[src/rtl/mem_bus_arbiter.sv]
// Two-port round-robin arbiter and sequencer for the shared memory bus.
// Grants one transaction at a time and drives registered bus commands for fixed cycle counts.
module mem_bus_arbiter #(
  parameter int AW     = 9,
  parameter int DW     = 16,
  parameter int RD_LAT = 1
) (
  input  logic          clk,
  input  logic          reset,
  input  logic          req0_valid,
  input  logic [1:0]    req0_cmd,
  input  logic [AW-1:0] req0_addr,
  input  logic [DW-1:0] req0_wdata,
  output logic          req0_ready,
  output logic          req0_rvalid,
  input  logic          req1_valid,
  input  logic [1:0]    req1_cmd,
  input  logic [AW-1:0] req1_addr,
  input  logic [DW-1:0] req1_wdata,
  output logic          req1_ready,
  output logic          req1_rvalid,
  output logic [DW-1:0] rdata,
  output logic [1:0]    mem_cmd,
  output logic [AW-1:0] mem_addr,
  output logic [DW-1:0] write_data,
  input  logic [DW-1:0] read_data,
  output logic          busy
);

  localparam logic [1:0] MREAD  = 2'b01;
  localparam logic [1:0] MWRITE = 2'b10;
  localparam logic [1:0] MNONE  = 2'b11;
  localparam int         CW     = $clog2(RD_LAT + 1);

  typedef enum logic [1:0] {IDLE, ISSUE, WAIT_RD} state_t;

  state_t          state_q, state_d;
  logic            last_grant_q, last_grant_d;
  logic [CW-1:0]   cnt_q, cnt_d;
  logic [1:0]      mem_cmd_q, mem_cmd_d;
  logic [AW-1:0]   mem_addr_q, mem_addr_d;
  logic [DW-1:0]   write_data_q, write_data_d;
  logic [DW-1:0]   rdata_q, rdata_d;
  logic            ready0_q, ready0_d, ready1_q, ready1_d;
  logic            rvalid0_q, rvalid0_d, rvalid1_q, rvalid1_d;
  logic            busy_q, busy_d;
  logic            grant1;
  logic [1:0]      sel_cmd;

  always_comb begin
    state_d      = state_q;
    last_grant_d = last_grant_q;
    cnt_d        = cnt_q;
    mem_cmd_d    = mem_cmd_q;
    mem_addr_d   = mem_addr_q;
    write_data_d = write_data_q;
    rdata_d      = rdata_q;
    ready0_d     = 1'b0;
    ready1_d     = 1'b0;
    rvalid0_d    = 1'b0;
    rvalid1_d    = 1'b0;
    // On a tie the port that did not win last time gets the bus.
    grant1       = req1_valid && (!req0_valid || !last_grant_q);
    sel_cmd      = grant1 ? req1_cmd : req0_cmd;

    unique case (state_q)
      IDLE: begin
        if (req0_valid || req1_valid) begin
          state_d      = ISSUE;
          last_grant_d = grant1;
          mem_cmd_d    = (sel_cmd == MREAD || sel_cmd == MWRITE) ? sel_cmd : MNONE;
          mem_addr_d   = grant1 ? req1_addr : req0_addr;
          write_data_d = grant1 ? req1_wdata : req0_wdata;
          ready0_d     = !grant1;
          ready1_d     = grant1;
        end
      end
      ISSUE: begin
        if (mem_cmd_q == MREAD) begin
          state_d = WAIT_RD;
          cnt_d   = CW'(RD_LAT - 1);
        end else begin
          state_d   = IDLE;
          mem_cmd_d = MNONE;
        end
      end
      WAIT_RD: begin
        if (cnt_q == '0) begin
          state_d   = IDLE;
          mem_cmd_d = MNONE;
          rdata_d   = read_data;
          rvalid0_d = !last_grant_q;
          rvalid1_d = last_grant_q;
        end else begin
          cnt_d = cnt_q - 1'b1;
        end
      end
      default: begin
        state_d   = IDLE;
        mem_cmd_d = MNONE;
      end
    endcase

    busy_d = (state_d != IDLE);
  end

  always_ff @(posedge clk) begin
    if (reset) begin
      state_q      <= IDLE;
      last_grant_q <= 1'b1;
      cnt_q        <= '0;
      mem_cmd_q    <= MNONE;
      mem_addr_q   <= '0;
      write_data_q <= '0;
      rdata_q      <= '0;
      ready0_q     <= 1'b0;
      ready1_q     <= 1'b0;
      rvalid0_q    <= 1'b0;
      rvalid1_q    <= 1'b0;
      busy_q       <= 1'b0;
    end else begin
      state_q      <= state_d;
      last_grant_q <= last_grant_d;
      cnt_q        <= cnt_d;
      mem_cmd_q    <= mem_cmd_d;
      mem_addr_q   <= mem_addr_d;
      write_data_q <= write_data_d;
      rdata_q      <= rdata_d;
      ready0_q     <= ready0_d;
      ready1_q     <= ready1_d;
      rvalid0_q    <= rvalid0_d;
      rvalid1_q    <= rvalid1_d;
      busy_q       <= busy_d;
    end
  end

  assign req0_ready  = ready0_q;
  assign req1_ready  = ready1_q;
  assign req0_rvalid = rvalid0_q;
  assign req1_rvalid = rvalid1_q;
  assign rdata       = rdata_q;
  assign mem_cmd     = mem_cmd_q;
  assign mem_addr    = mem_addr_q;
  assign write_data  = write_data_q;
  assign busy        = busy_q;

endmodule
[config.mk]
export PLATFORM = sky130hd
export DESIGN_NAME = mem_bus_arbiter
export DESIGN_NICKNAME = d
export VERILOG_FILES = /design/src/rtl/mem_bus_arbiter.sv
export SDC_FILE = /design/constraint.sdc
export NUM_CORES = 1
export LEC_CHECK = 0
export CAP_MARGIN = 25
export CORE_UTILIZATION = 33
export DETAILED_ROUTE_END_ITERATION = 10
export PLACE_DENSITY = 0.86
export SETUP_SLACK_MARGIN = 0.3
export SLEW_MARGIN = 0
export SYNTH_ARGS = -nofsm -noshare
export SYNTH_HDL_FRONTEND = slang
export SYNTH_SLANG_ARGS = --single-unit
[constraint.sdc]
create_clock -name clk -period 1.4 [get_ports clk]
set_input_delay 0.21 -clock clk [delete_from_list [all_inputs] [get_ports clk]]
set_output_delay 0.21 -clock clk [all_outputs]
set_load 0.005 [all_outputs]
Word-level counts from Yosys, hierarchy flattened
Index checks and enable logic that the tools add are counted.
Widths: inputs -> output; s select.
{"block": "totals", "regBits": 52, "input_bits": 74, "out_inout_bits": 48, "elab_cells": 57}
{"block": "op_classes", "n_addsub": 1, "n_eq_ne": 9, "muxes": 15, "n_bitwise": 4, "reduce_logical": 16}
{"cell": "$mux 16", "n": 1}
{"cell": "$mux 2", "n": 8}
{"cell": "$pmux 2 s3", "n": 2}
{"cell": "$mux 9", "n": 1}
{"cell": "$ne 2x2->1 const B", "n": 4}
{"cell": "$eq 2x1->1 const B", "n": 3}
{"cell": "$reduce_and 2->1", "n": 3}
{"cell": "$reduce_or 3->1", "n": 2}
{"cell": "$eq 2x2->1 const B", "n": 2}
{"cell": "$not 1->1", "n": 4}
{"cell": "$reduce_bool 2->1", "n": 2}
{"cell": "$logic_not 1->1", "n": 3}
{"cell": "$logic_or 1x1->1", "n": 3}
{"cell": "$reduce_and 3->1", "n": 1}
{"cell": "$logic_not 2->1", "n": 1}
{"cell": "$mux 1", "n": 2}
{"cell": "$pmux 1 s2", "n": 1}
{"cell": "$logic_and 1x1->1", "n": 1}
{"cell": "$sub 1x1->1 const B", "n": 1}

Logic depth before layout (Yosys ltp)
Gate-level depths: netlist of the first run.
{"block": "logic_depth", "ltp_word": 9, "ltp_mapped": 5, "ltp_nobuf": 3}

Worst setup path after synthesis of the first run
No wires, ideal clock.
{"block": "synth_path", "kind": "register to register", "from": "register state_q[0]", "to": "register write_data_q[10] (netlist: write_data[10])", "setup_time_ns": 0.058, "arrival_ns": 1.399, "required_time_ns": 1.342, "slack_ns": -0.057, "path_stages_with_launch": 5, "n_path_buf": 1, "period_less_slack_ns": 1.457, "cell_sequence": "dfxtp_1 -> or4b_4 -> a21oi_4 -> buf_6 -> a221o_2"}
{"block": "synth_via", "elab_chain_len": 2}
{"item": "start, declared", "line": "37", "rtl": "state_t state_q, state_d;"}
{"item": "start signal, assigned", "line": "122", "rtl": "state_q <= state_d;"}
{"item": "$logic_not 2->1", "line": "66", "rtl": "unique case (state_q)"}
{"item": "$reduce_and 2->1 (no line)"}
{"item": "end signal, assigned", "line": "127", "rtl": "write_data_q <= write_data_d;"}
{"item": "end, declared", "line": "42", "rtl": "logic [DW-1:0] write_data_q, write_data_d;"}
No other way between the ends.
A chain may end at the register's enable or synchronous reset.

Worst setup path after layout of the first run
{"block": "layout_path", "from": "register state_q[0]", "to": "register write_data_q[15] (netlist: write_data[15])"}
The elaborated chain is that of the path after synthesis.

==> impl_metrics.tcl, run 1 <==
set metrics [dict create \
    setup_violations 25 \
    rsz0062_at_grt "yes" \
    placed_cells 389 \
    cap_violations 0 \
    die-area_um2 6140 \
    cts_tree "done" \
    yosysSeqAreaShare_pct 53.1 \
    track_usage_pct 18.4 \
    grt_pass1_wl_um 8900 \
    worst-endpoint-required_ps 1630 \
    worstMarginPinSlew_ps 339 \
    tns_ps -490 \
    timing.fmax_ghz 0.697 \
    powerDensity_nw_per_um2 918 \
    drcViolationCount 0 \
    die_width_um 78.3 \
    cts_max_path_buffers 2 \
    relSlewSlack_pct 77.4 \
    routed_wl_um 5670 \
    grt_pass1_vias 1951 \
    portBuffers 121 \
    vdd.ir_drop.worst_v 0.000583 \
    synthToLayoutAreaGrowth_pct 88.3 \
    grt_max_degree 28 \
    syn_area_um2 1920 \
    insertion_delay_ps 280 \
    timing.final.crit_share_pct 102 \
    skew_ps 2.44 \
    gp_congestion 0.816 \
    synth_edf_count 0 \
    synth_area_leaders "dfxtp_1 53%, a221o_1 11%, and3_1 8.1%" \
    seq_area_um2 1070 \
    die_y_um 78.3 \
    cp_max_fo 27 \
    grt_overflow 0 \
    clkTransAtPathRegs_ps 90 \
    syn_inst 195 \
    setup_ws_ps -34.5 \
    min_path_type "in -> reg" \
    drive_gt1_share_pct 26.1 \
    synth_cell_types 26 \
    cp.arrival_ps 1660 \
    crit_path_end_kind "register" \
    ys_ff_latch 51 \
    fin_cells 405 \
    num_vias 2004 \
    violations "negative setup slack" \
    yosysWarnings 0 \
    ant_nets 0 \
    rows 27 \
    synth.top_cell.area_share_pct 53.1 \
    clockRootBuffer "clkbuf_8" \
    htree_num_levels 2 \
    initial_core_util_pct 34.5 \
    synth_top_cell_by_area "dfxtp_1" \
    ios 122 \
    drt_iter0_markers 80 \
    syn-num-nets 269 \
    fillCellCount 450 \
    cts.sinks 51 \
    finalCriticalPeriod_ps 1430 \
    yosys_most_used_dff "dfxtp_1" \
    drt_pre_antenna_iters 4 \
    synth_async_sr_flop_share_pct 0 \
    wire_per_inst_um 14.0 \
    p_leak_nw 1.54 \
    cts_buffers 5 \
    setup.worst_path.start_class "register" \
    dp_hpwl_um 3980 \
    crit_type "reg -> reg" \
    syn_avg_cell_area_um2 9.86 \
    hold_viol 0 \
    status "complete, but fails checks" \
    nets 406 \
    coreArea_um2 5570 \
    multi_input_area_um2 857 \
    finalMaxSlewViolations 0 \
    antennaDiodeCount 0 \
    antenna_found_initial 0 \
    viasPerCell 4.95 \
]
-- timing repair --
item,4_1_cts,5_1_grt
setup endpoints to repair,98,89
hold buffers,0,0
setup buffers,4,2
pin swaps,1,0
gates cloned,2,0
gates resized for setup,96,45
-- layer usage --
metal / track usage [%] / share of wire [%]
met1: 20.6 / 40
met2: 34.2 / 52
met3: 4.07 / 6.3
met4: 5.74 / 2.0
met5: 0 / 0
-- per-stage QoR --
| step | utilization, % | worst slack (ps) | instance area, µm² | hold WS [ps] | power (mW) |
|---|---|---|---|---|---|
| 5_1_grt | 65.0 | -79.4 | 3620 | 442 | 3.49 |
| 3_5_place_dp | 59.6 | -384 | 3320 | 449 | 2.29 |
| 3_3_place_gp | 59.6 | -361 | 3320 | 443 | 2.28 |
| 2_1_floorplan | - | -20.8 | 1940 | 287 | 1.82 |
| 4_1_cts | 63.8 | -19.2 | 3550 | 396 | 3.34 |
| 6_report | 65.0 | -34.5 | 3620 | 425 | 3.33 |
-- cells in the mapped netlist (2+ instances only) --
master    instances
or2_2             2
and2_1            2
buf_2             2
a21oi_1          18
a221o_1          21
a31oi_1           2
buf_6             2
nand2_1          32
nor3_1            4
a221o_2           4
dfxtp_1          51
nor2_1            3
nand2b_1          5
and3_1           25
mux2i_1           2
clkbuf_1         10
-- cell usage in the layout (no fill, tap or decap), drive strengths merged, types with 3 or more instances in the layout --
master and count:
nand2b 5, a21oi 20, nor2 3, dlygate4sd2 6
clkdlybuf4s15 41, nor3 4, and3 25, clkdlybuf4s50 72
nand2 32, buf 22, dfxtp 51, clkbuf 7
a221o 25
-- cell type report --
class                           instances  share of cell area [%]
Inverter                                1                   0.104
Multi-Input combinational cell        129                    23.7
Clock inverter                          2                   0.968
Tap cell                               72                    2.49
Timing Repair Buffer                  144                    40.9
Clock buffer                            6                    2.28
Sequential cell                        51                    29.6
-- sequential cells by signal, indices dropped and copies added (netlist names) --
signal / count
req0_rvalid: 1
state_q: 2
write_data: 16
req0_ready: 1
last_grant_q: 1
busy: 1
mem_cmd: 2
mem_addr: 9
rdata: 16
req1_rvalid: 1
req1_ready: 1
-- final timing paths --
kind / start / to / slack, ps / cells past startpoint
worst max register to register: state_q[0] / write_data[15] / -30 / 4
worst min-delay path: reset / state_q[1] / 420 / 3
worst max-delay path: state_q[0] / write_data[15] / -30 / 4
worst min register to register: rdata[12] / rdata[12] / 460 / 2
-- report_power, final --
group	total, mW	leakage, nW	internal [mW]	switching (mW)
sequential	1.61	0.433	1.55	0.0569
combinational	0.694	1.04	0.471	0.223
clock	1.02	0.0612	0.578	0.442
-- critical path, stage by stage (launching register included) --
cell and delay (ps):
dfxtp_2 360, or4b_4 500, a21oi_4 150, buf_12 180
a221o_1 170
-- kinds of logic after synthesis --
family | count (synthesis) | synth area share (%)
simple gates | 77 | 20.8
compound gates | 50 | 21.3
buf+inv | 15 | 3.84
mux | 2 | 1.04
flops | 51 | 53.1
No activity file was read; power rests on OpenSTA's default activity.
==> run 2, diff against run 1 <==
Settings changed: CELL_PAD_IN_SITES_DETAIL_PLACEMENT set to 0, CELL_PAD_IN_SITES_GLOBAL_PLACEMENT set to 1, CORE_MARGIN set to 2, CORE_UTILIZATION 33 to 23, PLACE_DENSITY 0.86 to 0.85.
==> run 2 against run 1 <==
Against the previous run: the flow still finishes with violations (negative setup slack); clock power down 26%; utilization fell by 18 points; via count increased by 2.8%; critical path depth is the same; sequential share of layout area down 1.9 points; first-iteration DRC count down 44%; clock skew grew 1.6 ps; maximum frequency grew 0.20%; largest cell class unchanged; highest routed layer unchanged.
==> impl_metrics.tcl, run 2 (synthesized netlist as in run 1, its figures left out) <==
set metrics [dict create \
    status "complete, but fails checks" \
    violations "negative setup slack" \
    p_int_mw 2.38 \
    cap_violations 0 \
    coreArea_um2 8180 \
    viasPerCell 4.72 \
    p_comb_share_pct 24.3 \
    vdd.ir_drop.worst_v 0.000373 \
    rsz0062_at_grt "yes" \
    htree_num_levels 2 \
    critPathSlowestCell "or4b_4" \
    p_clk_share_pct 24.3 \
    relSlewSlack_pct 81.0 \
    fillCellCount 756 \
    cts_buffers 5 \
    dp_slack_ps -375 \
    worstMarginPinSlew_ps 284 \
    num_vias 2061 \
    timing.fmax_ghz 0.698 \
    dp_hpwl_um 4170 \
    p_leak_nw 1.71 \
    swShare_pct 23.8 \
    initial_core_util_pct 23.5 \
    cts_max_path_buffers 2 \
    rows 33 \
    setup.worst_path.start_class "register" \
    insertion_delay_ps 290 \
    grt_pass1_vias 2153 \
    routed_wl_um 6780 \
    power.switching_mw 0.742 \
    drcViolationCount 0 \
    cts.sinks 51 \
    crit_path_end_kind "register" \
    drt_pre_antenna_iters 4 \
    drive_gt1_share_pct 37.3 \
    hold_ws_ps 387 \
    powerDensity_nw_per_um2 810 \
    path_buf_inv 1 \
    cts_tree "done" \
    regToRegSetupSlack_ps -30 \
    grt_max_degree 28 \
    ios 122 \
    finalCriticalPeriod_ps 1430 \
    final_cell_mix "70 x clkdlybuf4s50_1, 36 x dfxtp_2, 33 x clkdlybuf4s15_1" \
    gp_congestion 0.650 \
    cp_max_fo 27 \
    finalMaxSlewViolations 0 \
    wire_per_inst_um 15.5 \
    grt_pass1_wl_um 10200 \
    final_common_cell "clkdlybuf4s50_1" \
    track_usage_pct 14.7 \
    path_delay_family "simple AND/OR/NAND/NOR gates" \
    drt_iter0_markers 45 \
    timing.final.crit_share_pct 102 \
    die_y_um 95.4 \
    slowest_delay_ps 500 \
    pwr-share-seq_pct 51.5 \
    ant_nets 0 \
    hold_viol 0 \
    tns_ps -416 \
    clkTransAtPathRegs_ps 80 \
    cp.arrival_ps 1670 \
    crit_type "reg -> reg" \
    antenna_found_initial 0 \
    nets 407 \
    crit_chain "or4b_4 > a21oi_4 > buf_12 > a221o_1" \
    setup_violations 25 \
    portBuffers 121 \
    worst-endpoint-required_ps 1640 \
    die_width_um 95.4 \
    die-area_um2 9110 \
    skew_ps 4.02 \
    multi_input_area_um2 1050 \
    min_path_type "in -> reg" \
    synthToLayoutAreaGrowth_pct 101 \
    clockRootBuffer "clkbuf_8" \
    grt_overflow 0 \
    seq_area_um2 1070 \
    setup_ws_ps -31.7 \
    antennaDiodeCount 0 \
]
[run 2: changes by cell type in the layout (fill, tap and decap cells not counted), sizes merged, moves of 2 or more]
| cell | delta |
|---|---|
| clkdlybuf4s15 | -7 |
| clkbuf | +8 |
| bufbuf | +2 |
| clkdlybuf4s50 | -2 |
[run 2: tightest hold or removal path, stage by stage]
cell,delay [ps]
dlygate4sd2_1,210
buf_4,150
nor3_1,60
[run 2: metal layers]
| layer | share of wire, % | track usage [%] | vias up |
|---|---|---|---|
| met3 | 9.3 | 4.98 | 5 |
| met4 | 0.62 | 3.21 | 0 |
| li1 | - | - | 990 |
| met1 | 40 | 16.7 | 965 |
| met5 | 0 | 0 | - |
| met2 | 50 | 26.6 | 101 |
[run 2: power groups by stage]
stage	logic [mW]	registers [mW]	clock network, mW
finish	0.758	1.61	0.759
floorplan	0.194	1.63	0
global route	0.809	1.62	0.877
global placement	0.666	1.63	0
detailed placement	0.673	1.62	0
CTS	0.746	1.60	0.813
[run 2: worst paths after layout]
| path | depth (start not counted) | from | to |
|---|---|---|---|
| hold reg to reg | 1 | last_grant_q | req0_rvalid |
| setup reg to reg | 4 | state_q[0] | write_data[5] |
| setup / recovery | 4 | state_q[0] | write_data[5] |
| hold / removal | 3 | reset | state_q[1] |
[run 2: area by class of cell]
| class | count | share of cell area [%] |
|---|---|---|
| Clock buffer | 6 | 1.88 |
| Inverter | 1 | 0.0973 |
| Multi-Input combinational cell | 129 | 27.1 |
| Sequential cell | 51 | 27.7 |
| Tap cell | 105 | 3.40 |
| Timing Repair Buffer | 145 | 39.8 |
[run 2: per-stage QoR]
stage	std cells	cell area, µm²	total power, mW	util, %
after floorplan	195	1940	1.82	-
after detailed placement	420	3350	2.30	41.0
final	437	3860	3.12	47.2
after global routing	437	3860	3.30	47.2
after CTS	435	3730	3.16	45.6
after global placement	420	3350	2.29	41.0
[run 2: what timing repair did]
action / CTS / global route
hold buffers: 0 / 0
gates cloned: 5 / 0
setup buffers: 4 / 2
setup endpoints to repair: 98 / 85
gates resized for setup: 138 / 71
pin swaps: 2 / 18
